[src/rtl/dmem_port_arbiter.sv]
// Shares a single-port data memory between the pipeline MEM stage (cpu) and a debug/loader
// port (dbg): one access per cycle, registered memory drive, registered read return.
module dmem_port_arbiter #(
  parameter int unsigned ADDR_WIDTH   = 32,
  parameter int unsigned DATA_WIDTH   = 32,
  parameter int unsigned STARVE_LIMIT = 4
) (
  input  logic                  clk,
  input  logic                  rst,

  input  logic                  cpu_req,
  input  logic                  cpu_we,
  input  logic [1:0]            cpu_size,
  input  logic                  cpu_signed,
  input  logic [ADDR_WIDTH-1:0] cpu_addr,
  input  logic [DATA_WIDTH-1:0] cpu_wdata,
  output logic                  cpu_ready,
  output logic                  cpu_rvalid,
  output logic [DATA_WIDTH-1:0] cpu_rdata,
  output logic                  cpu_fault,

  input  logic                  dbg_req,
  input  logic [3:0]            dbg_be,
  input  logic [ADDR_WIDTH-1:0] dbg_addr,
  input  logic [DATA_WIDTH-1:0] dbg_wdata,
  output logic                  dbg_ready,
  output logic                  dbg_rvalid,
  output logic [DATA_WIDTH-1:0] dbg_rdata,

  output logic [ADDR_WIDTH-1:0] mem_addr,
  output logic [DATA_WIDTH-1:0] mem_data,
  output logic [3:0]            mem_we,
  input  logic [DATA_WIDTH-1:0] mem_q
);

  localparam logic [3:0] StarveMax = STARVE_LIMIT[3:0];

  // Arbitration
  logic [3:0] starve_q, starve_d;
  logic       starve_max;
  logic       dbg_win;
  logic       cpu_hs, dbg_hs;

  assign starve_max = (starve_q == StarveMax);
  assign dbg_win    = dbg_req & (~cpu_req | starve_max);
  assign dbg_ready  = ~rst & dbg_win;
  assign cpu_ready  = ~rst & cpu_req & ~dbg_win;
  assign cpu_hs     = cpu_req & cpu_ready;
  assign dbg_hs     = dbg_req & dbg_ready;

  always_comb begin
    starve_d = 4'd0;
    if (dbg_req && !dbg_ready) begin
      starve_d = starve_max ? starve_q : starve_q + 4'd1;
    end
  end

  // cpu byte-lane decode
  logic [1:0]            cpu_off;
  logic [3:0]            cpu_be;
  logic [3:0]            cpu_be_eff;
  logic [DATA_WIDTH-1:0] cpu_wdata_rep;
  logic                  cpu_misalign;

  assign cpu_off = cpu_addr[1:0];

  always_comb begin
    cpu_be        = 4'b0000;
    cpu_wdata_rep = cpu_wdata;
    cpu_misalign  = 1'b0;
    case (cpu_size)
      2'b00: begin
        cpu_be        = 4'b0001 << cpu_off;
        cpu_wdata_rep = {4{cpu_wdata[7:0]}};
      end
      2'b01: begin
        cpu_be        = cpu_off[1] ? 4'b1100 : 4'b0011;
        cpu_wdata_rep = {2{cpu_wdata[15:0]}};
        cpu_misalign  = cpu_off[0];
      end
      2'b10: begin
        cpu_be       = 4'b1111;
        cpu_misalign = (cpu_off != 2'b00);
      end
      default: cpu_misalign = 1'b1;
    endcase
  end

  assign cpu_be_eff = (cpu_we && !cpu_misalign) ? cpu_be : 4'b0000;

  // Stage register (cycle A)
  logic                  stage_valid_q;
  logic                  stage_owner_q;  // 1 = dbg
  logic [ADDR_WIDTH-1:0] mem_addr_q;
  logic [DATA_WIDTH-1:0] mem_data_q;
  logic [3:0]            mem_we_q;
  logic [1:0]            ld_size_q;
  logic                  ld_signed_q;
  logic [1:0]            ld_off_q;
  logic                  ld_zero_q;
  logic                  ld_fault_q;

  always_ff @(posedge clk) begin
    if (rst) begin
      starve_q      <= 4'd0;
      stage_valid_q <= 1'b0;
      stage_owner_q <= 1'b0;
      mem_addr_q    <= '0;
      mem_data_q    <= '0;
      mem_we_q      <= 4'b0000;
      ld_size_q     <= 2'b00;
      ld_signed_q   <= 1'b0;
      ld_off_q      <= 2'b00;
      ld_zero_q     <= 1'b0;
      ld_fault_q    <= 1'b0;
    end else begin
      starve_q      <= starve_d;
      stage_valid_q <= cpu_hs | dbg_hs;
      if (cpu_hs) begin
        stage_owner_q <= 1'b0;
        mem_addr_q    <= cpu_addr;
        mem_data_q    <= cpu_wdata_rep;
        mem_we_q      <= cpu_be_eff;
        ld_size_q     <= cpu_size;
        ld_signed_q   <= cpu_signed;
        ld_off_q      <= cpu_off;
        ld_zero_q     <= cpu_we | cpu_misalign;
        ld_fault_q    <= cpu_misalign;
      end else if (dbg_hs) begin
        stage_owner_q <= 1'b1;
        mem_addr_q    <= {dbg_addr[ADDR_WIDTH-1:2], 2'b00};
        mem_data_q    <= dbg_wdata;
        mem_we_q      <= dbg_be;
        ld_zero_q     <= 1'b0;
        ld_fault_q    <= 1'b0;
      end else begin
        mem_we_q <= 4'b0000;
      end
    end
  end

  assign mem_addr = mem_addr_q;
  assign mem_data = mem_data_q;
  // Gate with rst so an access caught by reset never writes at the following negedge.
  assign mem_we   = mem_we_q & {4{~rst}};

  // Load extraction
  logic [DATA_WIDTH-1:0] ld_shifted;
  logic [DATA_WIDTH-1:0] ld_ext;

  assign ld_shifted = mem_q >> {ld_off_q, 3'b000};

  always_comb begin
    ld_ext = mem_q;
    case (ld_size_q)
      2'b00:   ld_ext = {{24{ld_signed_q & ld_shifted[7]}}, ld_shifted[7:0]};
      2'b01:   ld_ext = {{16{ld_signed_q & ld_shifted[15]}}, ld_shifted[15:0]};
      default: ld_ext = mem_q;
    endcase
    if (ld_zero_q) begin
      ld_ext = '0;
    end
  end

  // Response registers
  logic                  cpu_rvalid_q, dbg_rvalid_q, cpu_fault_q;
  logic [DATA_WIDTH-1:0] cpu_rdata_q, dbg_rdata_q;

  always_ff @(posedge clk) begin
    if (rst) begin
      cpu_rvalid_q <= 1'b0;
      dbg_rvalid_q <= 1'b0;
      cpu_fault_q  <= 1'b0;
      cpu_rdata_q  <= '0;
      dbg_rdata_q  <= '0;
    end else begin
      cpu_rvalid_q <= stage_valid_q & ~stage_owner_q;
      dbg_rvalid_q <= stage_valid_q & stage_owner_q;
      cpu_fault_q  <= stage_valid_q & ~stage_owner_q & ld_fault_q;
      if (stage_valid_q && !stage_owner_q) begin
        cpu_rdata_q <= ld_ext;
      end
      if (stage_valid_q && stage_owner_q) begin
        dbg_rdata_q <= mem_q;
      end
    end
  end

  assign cpu_rvalid = cpu_rvalid_q;
  assign dbg_rvalid = dbg_rvalid_q;
  assign cpu_fault  = cpu_fault_q;
  assign cpu_rdata  = cpu_rdata_q;
  assign dbg_rdata  = dbg_rdata_q;

  logic unused_dbg_lsb;
  assign unused_dbg_lsb = ^dbg_addr[1:0];

endmodule
[config.mk]
export PLATFORM = sky130hd
export DESIGN_NAME = dmem_port_arbiter
export DESIGN_NICKNAME = d
export VERILOG_FILES = /design/src/rtl/dmem_port_arbiter.sv
export SDC_FILE = /design/constraint.sdc
export NUM_CORES = 1
export LEC_CHECK = 0
export ABC_AREA = 1
export ABC_CLOCK_PERIOD_IN_PS = 1800
export BUFFER_PORTS_ARGS = -buffer_cell sky130_fd_sc_hd__buf_4
export CELL_PAD_IN_SITES_DETAIL_PLACEMENT = 1
export CELL_PAD_IN_SITES_GLOBAL_PLACEMENT = 1
export CORE_MARGIN = 3
export CORE_UTILIZATION = 33
export CTS_BUF_LIST = sky130_fd_sc_hd__clkbuf_4 sky130_fd_sc_hd__clkbuf_8
export CTS_CLUSTER_SIZE = 24
export DETAILED_ROUTE_END_ITERATION = 16
export GPL_ROUTABILITY_DRIVEN = 0
export PLACE_DENSITY = 0.86
export SKIP_LAST_GASP = 1
export SLEW_MARGIN = 10
export SYNTH_ARGS = -nofsm -noshare
export SYNTH_HDL_FRONTEND = slang
export SYNTH_SLANG_ARGS = --single-unit
[constraint.sdc]
create_clock -name clk -period 1.8 [get_ports clk]
set_clock_uncertainty 0.2 [all_clocks]
set_input_delay 0.18 -clock clk [delete_from_list [all_inputs] [get_ports clk]]
set_output_delay 0.18 -clock clk [all_outputs]
set_load 0.01 [all_outputs]
==> run summary <==
status - finished, violations left
failing checks - setup timing
total gr overflow - 0
crit path buf inv count - 6
Max stage delay on crit path - 370 ps
worst-case vdd ir drop - 0.5328 mV
CP required - 2020 ps
Leak - 6.230 nW
unrepaired setup endpoints after global routing - true
DR WL met2 - 24.88 mm
synthesized flop and latch total - 148
synth unique cells - 30
pre-CTS setup slack - -256.8 ps
Worst Tran Pin Value - 666.7 ps
DR pass1 iterations - 6
Top Metal Used - met5
port buffer count - 306
Final min period - 2333 ps
EDFF count, synth - 0
Die X - 150.2 µm
warnings from Yosys - 0
CTS tree - yes
Fin. Hold Viols - 0
Chip Height - 150.2 µm
maxcap violations - 0
DRC errors left - 0
Worst-path clk slew - 100 ps
CTS H-tree lvls - 4
vias per cell - 6.168
DRT iter0 DRCs - 1,502
cell count after synthesis - 1,030
crit path DAT - 2550 ps
io pins - 309
first-pass GRT wire length - 63.75 mm
synthesized area - 6862 µm²
syn_area_per_cell - 6.662 µm²
CP Class - reg -> reg
HP Class - in -> reg
TritonCTS buffer count - 17
final setup violating endpoints - 89
asr flop ratio synth - 0%
pin count of the biggest net entering global routing - 66
core area - 20,300 µm²
Cell Rows - 52
Clock Sinks - 148
initial antenna violation count - 10
Detail Route Antenna Nets - 0
vias in the first global route - 10,910
CP Cell Sequence - inv_2 -> ha_4 -> nand3_4 -> nand2_4 -> nand3_4 -> inv_4 -> buf_8 -> buf_6 -> buf_12 -> nand2_1 -> nand3_1 -> nand2_1 -> inv_1
Final #Nets - 1,695
Yosys top cell by area - dfxtp_1
period utilization - 129.6%
crit start category - flip-flop
fraction of layout cells with a size suffix above 1 - 37.48%
via count - 11,200
min setup slack post-route - -532.9 ps
total power - 0.009454 W
count leader, synth - nand2_1
Final HPWL DP - 22.08 mm
Slew Limit Fails - 0
Met1 Routed Length - 19.36 mm
Initial Util - 33.80%
Design Area, Final - 12,900 µm²
Seq/Total Area, Yosys - 43.18%
P&R area growth vs syn - 88.04%
post-synth net total - 1,204
Total GRT Usage - 36.83%
worst-path fanout max - 8
fmax - 428.6 MHz
die area - 22,560 µm²
worst skew pair latency - 480 ps
drt wl/cell - 32.12 µm
total wire length - 58.29 mm
clk root buf - clkbuf_8
Placed Area - 9549 µm²
post-synth top area share - 43.18%
CP Capture Type - flip-flop
synth cell count leaders - 362 x nand2_1, 148 x dfxtp_1, 116 x a21oi_1
PwrDens - 732.7 nW/µm²
met3 WL - 7.574 mm
Bufs on Longest Clock Path - 2
main area contributors after synthesis - dfxtp_1 43%, nand2_1 20%, a21oi_1 8.5%, o21ai_0 5.8%, nand3_1 5.1%
top_reg_cell synth - dfxtp_1
Worst path top cell family by delay - buffers and inverters
final setup TNS - -27,030 ps
Slew headroom - 55.26%
slowest CP cell - dfxtp_2
[area by class of cell]
| class | instances | area [µm²] |
|---|---|---|
| antenna | 11 | 27.53 |
| clock buffer | 17 | 234.0 |
| clock inverter | 15 | 207.7 |
| fill | 2449 | 7397 |
| inverter | 91 | 346.6 |
| multi-input combinational | 725 | 3940 |
| sequential | 148 | 2967 |
| tap | 270 | 337.8 |
| timing repair buffer | 538 | 4842 |
[metal layers]
metal	up-vias	GRT usage (%)
met3	488	9.663
met4	4	22.83
met1	5204	40.18
met5	-	0
li1	4291	-
met2	1208	63.69
[sequential cells by signal (all words and copies together), names as in the netlist, 2 cells and up]
name and count:
ld_size_q 2, mem_we_q 4, cpu_rdata 32, starve_q 4
dbg_rdata 32, ld_off_q 2, mem_addr 32, mem_data 32
[worst min-delay path, cell delays in order]
cell	delay, ps
buf_4	140
buf_12	220
a21oi_1	140
[logic make-up (layout without fill, tap and decap cells)]
logic type,after synthesis,after routing,synth area share [%]
compound gates,228,228,17.20
xor+xnor,1,1,0.1277
flops,148,148,43.18
simple gates,494,494,29.29
other cells,0,11,0
buf+inv,157,661,9.847
fa+ha+maj,2,2,0.3646
[metrics by stage]
stage / util, % / cells / hold WS [ps]
finish: 63.56 / 1815 / 45.13
global placement: 47.04 / 1575 / 178.3
floorplan: - / 1030 / 90.45
detailed placement: 47.04 / 1575 / 189.3
CTS: 58.70 / 1787 / 0.09376
global route: 63.54 / 1813 / 38.99
[layout by cell type, fill, tap and decap left out, drive strengths merged, types with 2 or more instances in the layout]
master       netlist  final
o22ai              3      3
dfxtp            148    148
a21oi            116    116
clkbuf            30     22
nor2              50     50
or2                3      3
diode              0     11
dlygate4sd3        0    168
clkinvlp           0      2
inv               89     99
ha                 2      2
a31oi              8      8
buf               36    364
o211ai             9      9
o21ai             91     91
nand3             74     74
nand2            365    365
clkinv             2      2
bufinv             0      3
[report_power, final]
part	leakage, nW	switching [W]	total, W	internal [W]
clock network	0.219	0.00182	0.00327	0.00145
registers	1.21	0.000162	0.00360	0.00344
logic	4.80	0.00148	0.00258	0.00110
[worst paths after layout]
kind | from | cells past startpoint | end | slack, ps
min | rst | 3 | cpu_rdata[7]$_SDFFE_PP0P_ | 50
max | starve_q[1]$_SDFFE_PP0N_ | 13 | mem_addr[31]$_SDFFE_PP0P_ | -530
max reg2reg | starve_q[1]$_SDFFE_PP0N_ | 13 | mem_addr[31]$_SDFFE_PP0P_ | -530
min reg2reg | cpu_rdata[2]$_SDFFE_PP0P_ | 2 | cpu_rdata[2]$_SDFFE_PP0P_ | 270
[timing repair]
item	CTS	global route
cloned	3	6
resized for setup	23	210
buffers inserted	9	14
endpoints found under the hold margin	139	0
endpoints found under the setup margin	76	101
pin swaps	4	50
hold buffers	168	0
No activity file was read; power rests on OpenSTA's default activity.
